## src/rtl/cpu_mem_pkg.sv

```systemverilog
// rtl/cpu_mem_pkg.sv - shared types, constants and helpers for the memory access unit
//
// Contents:
//   mau_state_t      FSM state encoding (IDLE, REQ, DONE)
//   BYTE_LANES       number of byte lanes in a data word
//   WORD_ALIGN_BITS  address bits that select a byte inside a word
//   byte_be()        one-hot byte-enable mask for a byte offset
package cpu_mem_pkg;

  typedef enum logic [1:0] {
    IDLE = 2'd0,
    REQ  = 2'd1,
    DONE = 2'd2
  } mau_state_t;

  localparam int BYTE_LANES      = 4;
  localparam int WORD_ALIGN_BITS = 2;

  function automatic logic [BYTE_LANES-1:0] byte_be(input logic [WORD_ALIGN_BITS-1:0] offset);
    return BYTE_LANES'(1) << offset;
  endfunction

endpackage

```

## src/rtl/byte_lane_align.sv

```systemverilog
// rtl/byte_lane_align.sv - combinational load lane select and zero extension
//
// Ports:
//   word     in   DATA_W  raw read word from memory
//   offset   in   2       byte offset within the word (little-endian lanes)
//   is_byte  in   1       1 = byte load, 0 = word load
//   data     out  DATA_W  aligned load result
module byte_lane_align
  import cpu_mem_pkg::*;
#(
  parameter int DATA_W = 32
) (
  input  logic [DATA_W-1:0]          word,
  input  logic [WORD_ALIGN_BITS-1:0] offset,
  input  logic                       is_byte,
  output logic [DATA_W-1:0]          data
);

  logic [7:0] lane;

  // Lane n occupies bits [8n+7:8n].
  assign lane = word[{offset, 3'b000} +: 8];
  assign data = is_byte ? {{(DATA_W-8){1'b0}}, lane} : word;

endmodule

```

## src/rtl/memory_access_unit.sv

```systemverilog
// rtl/memory_access_unit.sv - memory-stage data memory controller with pipeline stall
//
// Ports:
//   clock, reset                  rising-edge clock, async active-low reset
//   m_mem_read, m_mem_write       access request from EX/MEM (write wins)
//   m_mem_byte                    byte access (1) or word access (0)
//   m_alu_result, m_store_data    byte address and store data
//   m_stall                       freeze upstream pipeline while an access is in flight
//   m_load_data, m_load_valid     aligned load result and its one-cycle update pulse
//   m_misaligned                  word access with addr[1:0] != 0; access suppressed
//   mem_req/we/addr/wdata/be      request to variable-latency data memory, held until ack
//   mem_ack, mem_rdata            memory completion and read word
module memory_access_unit
  import cpu_mem_pkg::*;
#(
  parameter int DATA_W = 32,
  parameter int ADDR_W = 32
) (
  input  logic                  clock,
  input  logic                  reset,
  input  logic                  m_mem_read,
  input  logic                  m_mem_write,
  input  logic                  m_mem_byte,
  input  logic [ADDR_W-1:0]     m_alu_result,
  input  logic [DATA_W-1:0]     m_store_data,
  output logic                  m_stall,
  output logic [DATA_W-1:0]     m_load_data,
  output logic                  m_load_valid,
  output logic                  m_misaligned,
  output logic                  mem_req,
  output logic                  mem_we,
  output logic [ADDR_W-1:0]     mem_addr,
  output logic [DATA_W-1:0]     mem_wdata,
  output logic [BYTE_LANES-1:0] mem_be,
  input  logic                  mem_ack,
  input  logic [DATA_W-1:0]     mem_rdata
);

  mau_state_t                 state_q, state_d;
  logic [WORD_ALIGN_BITS-1:0] offset_q;
  logic                       byte_q;
  logic                       capture;
  logic                       load_update;
  logic                       pending;
  logic                       bad_align;
  logic [DATA_W-1:0]          aligned_rdata;

  assign pending   = m_mem_read | m_mem_write;
  assign bad_align = !m_mem_byte && (m_alu_result[WORD_ALIGN_BITS-1:0] != '0);

  byte_lane_align #(.DATA_W(DATA_W)) u_align (
    .word    (mem_rdata),
    .offset  (offset_q),
    .is_byte (byte_q),
    .data    (aligned_rdata)
  );

  // Next state and outputs. The whole decode is gated by reset so that the
  // combinational stall/misaligned outputs also drop while reset is held,
  // even if the pipeline keeps presenting a request.
  always_comb begin
    state_d      = state_q;
    m_stall      = 1'b0;
    m_misaligned = 1'b0;
    mem_req      = 1'b0;
    m_load_valid = 1'b0;
    capture      = 1'b0;
    load_update  = 1'b0;
    if (reset) begin
      case (state_q)
        IDLE: begin
          if (pending) begin
            if (bad_align) begin
              m_misaligned = 1'b1;
            end else begin
              m_stall = 1'b1;
              capture = 1'b1;
              state_d = REQ;
            end
          end
        end
        REQ: begin
          mem_req = 1'b1;
          m_stall = 1'b1;
          if (mem_ack) begin
            state_d     = DONE;
            load_update = !mem_we;
          end
        end
        DONE: begin
          // Stall is released here so the pipeline moves past this request
          // at the coming edge; it is therefore never re-issued from IDLE.
          m_load_valid = !mem_we;
          state_d      = IDLE;
        end
        default: state_d = IDLE;
      endcase
    end
  end

  always_ff @(posedge clock or negedge reset) begin
    if (!reset) begin
      state_q     <= IDLE;
      mem_we      <= 1'b0;
      mem_addr    <= '0;
      mem_wdata   <= '0;
      mem_be      <= '0;
      offset_q    <= '0;
      byte_q      <= 1'b0;
      m_load_data <= '0;
    end else begin
      state_q <= state_d;
      if (capture) begin
        mem_addr <= {m_alu_result[ADDR_W-1:WORD_ALIGN_BITS], {WORD_ALIGN_BITS{1'b0}}};
        mem_we   <= m_mem_write;
        offset_q <= m_alu_result[WORD_ALIGN_BITS-1:0];
        byte_q   <= m_mem_byte;
        if (m_mem_byte) begin
          mem_be    <= byte_be(m_alu_result[WORD_ALIGN_BITS-1:0]);
          mem_wdata <= {BYTE_LANES{m_store_data[7:0]}};
        end else begin
          mem_be    <= '1;
          mem_wdata <= m_store_data;
        end
      end
      if (load_update) begin
        m_load_data <= aligned_rdata;
      end
    end
  end

endmodule

```

## config.mk

```make
export PLATFORM = sky130hd
export DESIGN_NAME = memory_access_unit
export DESIGN_NICKNAME = d
export VERILOG_FILES = /design/src/rtl/cpu_mem_pkg.sv /design/src/rtl/byte_lane_align.sv /design/src/rtl/memory_access_unit.sv
export SDC_FILE = /design/constraint.sdc
export NUM_CORES = 1
export LEC_CHECK = 0
export CORE_MARGIN = 3
export CORE_UTILIZATION = 35
export CTS_BUF_LIST = sky130_fd_sc_hd__clkbuf_8
export DETAILED_ROUTE_END_ITERATION = 10
export PLACE_DENSITY = 0.72
export SETUP_SLACK_MARGIN = 0.1
export SLEW_MARGIN = 25
export SYNTH_ARGS = -nofsm -noshare
export SYNTH_HDL_FRONTEND = slang
export SYNTH_SLANG_ARGS = --single-unit
```

## constraint.sdc

```tcl
create_clock -name clock -period 1.45 [get_ports clock]
set_input_delay 0.29 -clock clock [delete_from_list [all_inputs] [get_ports clock]]
set_output_delay 0.29 -clock clock [all_outputs]
set_load 0.01 [all_outputs]
```

After elaboration in Yosys (flattened, before gate mapping)
Cells that the tools add are included.
{ "classes": {"eq_ne": 5, "n_shift": 2, "muxes": 24, "n_bitwise": 1, "reduce_logical": 6} }
{ "op_table": {"columns": ["operator", "n"], "rows": [
  ["$mux W32", 2],
  ["$shiftx A32 B6 Y8", 1],
  ["$mux W1", 16],
  ["$mux W2", 3],
  ["$ne A2 B2 Y1 const B", 3],
  ["$mux W4", 1],
  ["$pmux W2 S2", 1],
  ["$reduce_and A4 Y1", 1],
  ["$shl A1 B2 Y4 const A", 1],
  ["$eq A2 B1 Y1 const B", 1],
  ["$eq A2 B2 Y1 const B", 1],
  ["$logic_not A1 Y1", 2],
  ["$logic_not A2 Y1", 1],
  ["$pmux W1 S2", 1],
  ["$reduce_bool A2 Y1", 1],
  ["$logic_and A1 B1 Y1", 1],
  ["$or A1 B1 Y1", 1]
]} }
{ "totals": {"register_bits": 104, "inputBits": 102, "out_inout_bits": 105, "wordCells": 46} }

Depth between registers and ports, before layout
Gate-level depths: netlist of the first run.
{ "depth": {"word_depth": 6, "depth_mapped": 5, "ltp_nobuf": 4} }

Cells and area by module
Synthesis of the first run repeated with hierarchy kept, for this count alone.
{ "hier_totals": {"cells_unflattened": 382, "area_unflattened_um2": 5022.3} }
{ "modules_own_cells": {"columns": ["mod", "instances", "cells_each", "area_per_inst_um2", "seq_area_each_um2"], "rows": [
  ["memory_access_unit", 1, 317, 4510.6, 2602.5],
  ["byte_lane_align", 1, 65, 511.7, 0.0]
]} }

Least setup slack after synthesis of the first run
OpenSTA, ideal clock, no wires.
{ "synth_path": {"path_type": "reg2reg", "start": "register state_q[0]", "end": "register mem_addr[10]", "setup_ns": 0.125, "arrival_ns": 1.339, "t_required_ns": 1.325, "path_slack_ns": -0.014, "stages_incl_launch_ff": 5, "n_path_buf": 1, "period_less_slack_ns": 1.464, "path_cell_list": "dfrtp_1 > nor3b_4 > o211ai_4 > buf_6 > mux2_4"} }
{ "synth_between": {"elab_chain_cells": 3} }
{ "synth_lines": {"columns": ["item", "line", "text"], "rows": [
  ["start: declaration", "memory_access_unit.sv:39", "mau_state_t state_q, state_d;"],
  ["start signal: assignment", "memory_access_unit.sv:112", "state_q <= state_d;"],
  ["$logic_not A2 Y1", "memory_access_unit.sv:70", "case (state_q)"],
  ["$mux W1", "memory_access_unit.sv:70", null],
  ["$mux W1", "memory_access_unit.sv:69", "if (reset) begin"],
  ["end signal: assignment", "memory_access_unit.sv:114", "mem_addr <= {m_alu_result[ADDR_W-1:WORD_ALIGN_BITS], {WORD_ALIGN_BITS{1'b0}}};"],
  ["end: declaration", "memory_access_unit.sv:32", "output logic [ADDR_W-1:0] mem_addr,"]
]} }
Every way passes these cells.
A chain may end at the register's enable or synchronous reset.

Worst setup path in the final report of the first run
{ "layout_path": {"start": "register state_q[1]", "end": "output m_stall"} }
{ "layout_between": {"elab_chain_cells": 3, "elab_cells_between_ends": 4, "cone_classes": "eq/ne (1); mux (2); reduce/logical (1)"} }
{ "layout_lines": {"columns": ["item", "line", "text"], "rows": [
  ["$eq A2 B1 Y1 / $logic_not A2 Y1 (equally long branches)", "memory_access_unit.sv:70", null],
  ["$pmux W1 S2 *", "memory_access_unit.sv:70", null],
  ["$mux W1 *", "memory_access_unit.sv:69", null],
  ["end: declaration", "memory_access_unit.sv:26", "output logic m_stall,"]
]} }
Every way passes the cells marked *; elsewhere a longest branch is shown, timed or not.

==> results of run 1 <==
-- area by class of cell --
type / instances / area share [%]
Tap cell: 172 / 2.49
Timing Repair Buffer: 313 / 35.9
Clock buffer: 11 / 1.75
Clock inverter: 5 / 1.19
Multi-Input combinational cell: 252 / 27.9
Inverter: 16 / 0.694
Sequential cell: 104 / 30.1
-- sequential cells by signal, summed over array words and instances, names as in the netlist --
| register | cells |
|---|---|
| offset_q | 2 |
| mem_be | 4 |
| mem_we | 1 |
| m_load_data | 32 |
| mem_wdata | 32 |
| state_q | 2 |
| mem_addr | 30 |
| byte_q | 1 |
-- report_power, final --
part / internal, mW / total (mW) / switching (mW)
logic: 4.42 / 7.77 / 3.35
registers: 4.14 / 5.00 / 0.862
clock network: 1.24 / 2.23 / 0.992
-- cell usage in the layout, fill, tap and decap left out, types with 4 or more instances in the layout --
cell type	count
dlygate4sd2_1	7
clkdlybuf4s15_1	62
buf_8	6
nand2_2	26
a311oi_1	6
buf_12	6
clkdlybuf4s50_1	99
inv_1	16
o22ai_1	8
clkbuf_2	25
nor2_1	10
dfrtp_1	103
nand2_1	21
buf_6	19
nand2_4	29
clkbuf_8	11
o31ai_4	9
clkbuf_16	4
buf_16	7
mux2i_1	26
o21ai_1	27
mux2_4	38
o31ai_2	9
buf_2	5
buf_4	69
o21ai_2	15
-- worst max-delay path: stages, from the launching register on --
cell and delay (ns):
dfrtp_2 0.45, nor3b_4 0.21, buf_4 0.16, o211ai_4 0.09, nand2b_1 0.11, buf_2 0.14
-- path summary, 6_finish.rpt --
kind / cells after the start / slack, ns / endpoint / from
min: 2 / 0.05 / mem_wdata[20]$_DFFE_PN0P_ / reset
max in group asynchronous: 3 / 0.41 / mem_addr[23]$_DFFE_PN0P_ / reset
min in group clock: 3 / 0.35 / state_q[1]$_DFFE_PN0P_ / reset
max reg2reg: 7 / -0.28 / mem_addr[16]$_DFFE_PN0P_ / state_q[1]$_DFFE_PN0P_
min reg2reg: 1 / 0.49 / mem_be[0]$_DFFE_PN0P_ / mem_be[0]$_DFFE_PN0P_
max: 5 / -0.35 / m_stall / state_q[1]$_DFFE_PN0P_
-- routing by layer --
metal	vias to the layer above	global-route usage, %	routed length (µm)
li1	1978	-	-
met4	0	6.02	269
met5	-	0	0
met2	151	33.1	8080
met3	19	5.69	1120
met1	2105	24.4	6360
-- Yosys cell counts, types with 2 or more instances --
library cell and n:
a2bb2oi_1 2, o22ai_1 8, clkbuf_1 15, a311oi_1 6, nor2_1 11, nand2b_1 2
a21oi_1 3, buf_2 6, o221ai_1 2, inv_1 16, buf_4 2, o31ai_1 18
o21ai_0 43, mux2_4 38, mux2i_1 26, buf_6 4, dfrtp_1 104, nand2_1 76
and2_1 2
-- cells by family (layout without fill, tap and decap cells) --
kind of cell / after synthesis / after routing / synth area share, %
and+or+nand+nor: 99 / 99 / 9.14
buffers and inverters: 43 / 345 / 4.46
DFF: 104 / 104 / 56.2
AOI/OAI and AO/OA: 86 / 86 / 11.9
muxes: 65 / 65 / 18.2
other: 1 / 2 / 0.0810
-- timing repair --
action | in CTS | in global routing
buffers inserted | 43 | 36
resized for setup | 277 | 195
cloned | 10 | 5
pin swaps | 19 | 45
hold buffers | 1 | 0
hold endpoints to repair | 16 | 0
endpoints found under the setup margin | 199 | 159
==> flow_metrics.tcl, run 1 <==
set metrics [dict create \
    crit_path_end_kind "output port" \
    synth_top_area_share_pct 56.2 \
    cap_violations 0 \
    clkSinkCount 104 \
    status "finished, violations left" \
    cts_tree "built" \
    power_density_nw_per_um2 1740 \
    routabilityCongestion 0.769 \
    drive_gt1_share_pct 43.2 \
    synthArstFlopShare_pct 100 \
    setup_viol_count_final 101 \
    maxSlewHeadroom_pct 60.2 \
    cts_root_buf "clkbuf_8" \
    drv_slew 0 \
    period_share_pct 124 \
    antenna_found_initial 0 \
    syn_area_um2 4630 \
    syn_area_per_cell_um2 11.6 \
    drt_iter0_markers 221 \
    routed_wl_um 15800 \
    synthCells 398 \
    finClkSkew_ns 0.0115 \
    grt_pass1_wl_um 22600 \
    fmax_mhz 554 \
    cts_buffers 9 \
    seq_area_um2 2600 \
    fin_setup_tns_ns -15.60 \
    worst_pin_slew_ns 0.596 \
    synthFlopType "dfrtp_1" \
    clk_pin_slew_ns 0.10 \
    dr.pass1.iters 4 \
    nFillCells 916 \
    violations "setup timing" \
    drc 0 \
    critPathKind "reg -> out" \
    nNetsFinal 798 \
    yosysWarnings 0 \
    fin_area_um2 8650 \
    vias 4253 \
    cp_max_fo 3 \
    cts_buffer_depth 2 \
    yosysTopAreaCell "dfrtp_1" \
    setup_ws_ns -0.355 \
    core_area_um2 12800 \
    grt_usage_pct 19.6 \
    htree_levels 3 \
    whs_ns 0.0471 \
    synth_edf_count 0 \
    place_inst 777 \
    die_x_um 121 \
    dpl_cell_area_um2 6990 \
    overflow 0 \
    fin_util_pct 67.7 \
    netlist_top_cells_area "dfrtp_1 (56%), mux2_4 (12%), nand2_1 (6.2%)" \
    power_leakage_nw 4.09 \
    io_buffer_count 204 \
    finalNonFillerCells 873 \
    start_util_pct 36.2 \
    die-area_um2 14600 \
    min_period_ns 1.80 \
    finalHoldViolCount 0 \
    dp_hpwl_um 9480 \
    vias_per_cell 4.87 \
    clock_latency_ns 0.37 \
    ir_drop_mv 0.833 \
    crit_required_ns 1.16 \
    grt_max_degree 47 \
    critPathLaunchType "flop" \
    wl_per_cell_um 18.1 \
    area_growth_syn_to_layout_pct 86.9 \
    synth_cell_type_count 33 \
    worstPathArrival_ns 1.51 \
    ys_seq_elements 104 \
    die_h_um 121 \
    power_mw 15.0 \
    rsz0062_at_grt "true" \
    row_count 41 \
    grt_pass1_vias 4277 \
    ios 207 \
    place_ws_ns -0.652 \
    multi_input_area_um2 2410 \
    postRouteAntennaNets 0 \
    yosysSeqAreaShare_pct 56.2 \
    hold_class "in -> async" \
    n_antenna_cell 0 \
]
Power figures use the tool's default switching activity.
==> inputs of run 2 (changes only) <==
- SETUP_SLACK_MARGIN: 0.1 -> unset
==> flow_metrics.tcl, run 2 (same netlist as run 1, synthesis figures left out) <==
set metrics [dict create \
    worst_path_max_delay_cell "dfrtp_1" \
    finalHoldViolCount 0 \
    final_common_cell "dfrtp_1" \
    fin_setup_tns_ns -22.78 \
    ir_drop_mv 0.810 \
    maxSlewHeadroom_pct 52.6 \
    worstPathArrival_ns 2.04 \
    clk_pin_slew_ns 0.10 \
    critical_path.startpoint "state_q[1]$_DFFE_PN0P_" \
    start_util_pct 36.2 \
    antenna_found_initial 0 \
    cts_hold_buf 0 \
    p_int_mw 8.27 \
    regToRegEndpoint "mem_addr[23]$_DFFE_PN0P_" \
    violations "setup timing" \
    reg2reg_slack_ns -0.35 \
    netSwitchingFraction_pct 36.3 \
    crit_path_end_kind "flop" \
    postRouteAntennaNets 0 \
    min_period_ns 1.80 \
    largestRegisters "m_load_data: 32 flops, mem_wdata: 32 flops, mem_addr: 30 flops" \
    grt_pass1_vias 4307 \
    area_growth_syn_to_layout_pct 70.7 \
    comb_power_share_pct 48.8 \
    cts_buffers 9 \
    hold_class "in -> async" \
    die_x_um 121 \
    routed_wl_um 14700 \
    dp_hpwl_um 9960 \
    fin_area_um2 7900 \
    die-area_um2 14600 \
    cap_violations 0 \
    power_leakage_nw 3.90 \
    status "finished, violations left" \
    dpl_cell_area_um2 7020 \
    clock_latency_ns 0.35 \
    vias 4055 \
    p_sw_mw 4.71 \
    io_buffer_count 204 \
    grt_pass1_wl_um 22600 \
    dr.pass1.iters 4 \
    ff2ff_path_depth 7 \
    place_inst 780 \
    nFillCells 1018 \
    critPathLaunchType "flop" \
    regToRegStartpoint "state_q[1]$_DFFE_PN0P_" \
    drc 0 \
    finClkSkew_ns 0.00633 \
    grt_max_degree 57 \
    seqPwrFrac_pct 38.5 \
    setup_ws_ns -0.350 \
    worst_pin_slew_ns 0.703 \
    wl_per_cell_um 17.9 \
    crit_required_ns 1.69 \
    cp_max_fo 5 \
    critPathKind "reg -> reg" \
    drt_iter0_markers 242 \
    ios 207 \
    power_density_nw_per_um2 1640 \
    die_h_um 121 \
    vias_per_cell 4.93 \
    grt_usage_pct 19.6 \
    clkSinkCount 104 \
    finalNonFillerCells 822 \
    core_area_um2 12800 \
    period_share_pct 124 \
    cts_tree "built" \
    cts_buffer_depth 2 \
    setup_viol_count_final 105 \
    cts_root_buf "clkbuf_8" \
    pwr-share-clk_pct 12.7 \
    nNetsFinal 747 \
    mostFrequentLayoutCells "dfrtp_1 (104), clkdlybuf4s50_1 (99), dlygate4sd2_1 (98)" \
    htree_levels 3 \
    drive_gt1_share_pct 27.8 \
    drv_slew 0 \
    place_ws_ns -0.634 \
    fmax_mhz 556 \
    routabilityCongestion 0.855 \
    n_antenna_cell 0 \
    rsz0062_at_grt "true" \
    row_count 41 \
    cpPeakStageDelay_ns 0.42 \
    crit_chain "nor3b_4 -> buf_6 -> o211ai_4 -> buf_4 -> clkbuf_16 -> buf_12 -> mux2_4" \
    overflow 0 \
]
==> run 2: worst max-delay path: cells and delay by family (launching register included) <==
| kind | cells | cell delay [ns] |
|---|---|---|
| buf+inv | 4 | 0.62 |
| mux | 1 | 0.29 |
| flops | 1 | 0.42 |
| compound gates | 1 | 0.09 |
| simple gates | 1 | 0.27 |
==> run 2: layer usage <==
metal	global-route usage, %	wire, µm
met5	0	0
met3	4.80	1100
met1	23.5	5690
met2	34.7	7730
met4	6.16	229
==> run 2: layout make-up <==
class / instances / area (µm²) / share of cell area (%)
clock buffer: 10 / 138 / 1.74
clock inverter: 6 / 37.5 / 0.475
inverter: 16 / 60.1 / 0.760
multi-input combinational: 252 / 2150 / 27.3
sequential: 104 / 2600 / 32.9
tap: 172 / 215 / 2.72
timing repair buffer: 262 / 2690 / 34.1
==> run 2: power groups by stage <==
stage	Clock [mW]	Sequential (mW)	Combinational (mW)
after floorplan	0	5.42	2.12
after global placement	0	4.91	6.15
after detailed placement	0	4.94	6.29
after CTS	1.70	4.90	6.02
after global routing	1.81	5.16	6.79
final	1.64	5.00	6.34
==> run 2: worst max-delay path by stage <==
stage | end | slack [ns] | cells past startpoint
2_1_floorplan | mem_addr[10]$_DFFE_PN0P_ | 0.0006 | 4
3_3_place_gp | m_misaligned | -0.64 | 5
3_5_place_dp | m_misaligned | -0.63 | 5
4_1_cts | m_stall | -0.33 | 5
5_1_grt | m_stall | -0.45 | 5
6_report | mem_addr[23]$_DFFE_PN0P_ | -0.35 | 7
==> run 2: repair_timing <==
item	in CTS	in global routing
gates cloned	10	4
buffers inserted	10	7
hold endpoints to repair	0	0
resized for setup	192	77
endpoints found under the setup margin	174	107
pin swaps	10	15
==> run 2: through the flow <==
stage                     utilization, %  power, mW  hold WS [ns]
after floorplan                        -       7.53      -0.00559
after global placement              55.0       11.1         0.461
after detailed placement            55.0       11.2         0.469
after CTS                           59.6       12.6         0.104
after global routing                61.8       13.8         0.135
final                               61.8       13.0        0.0949
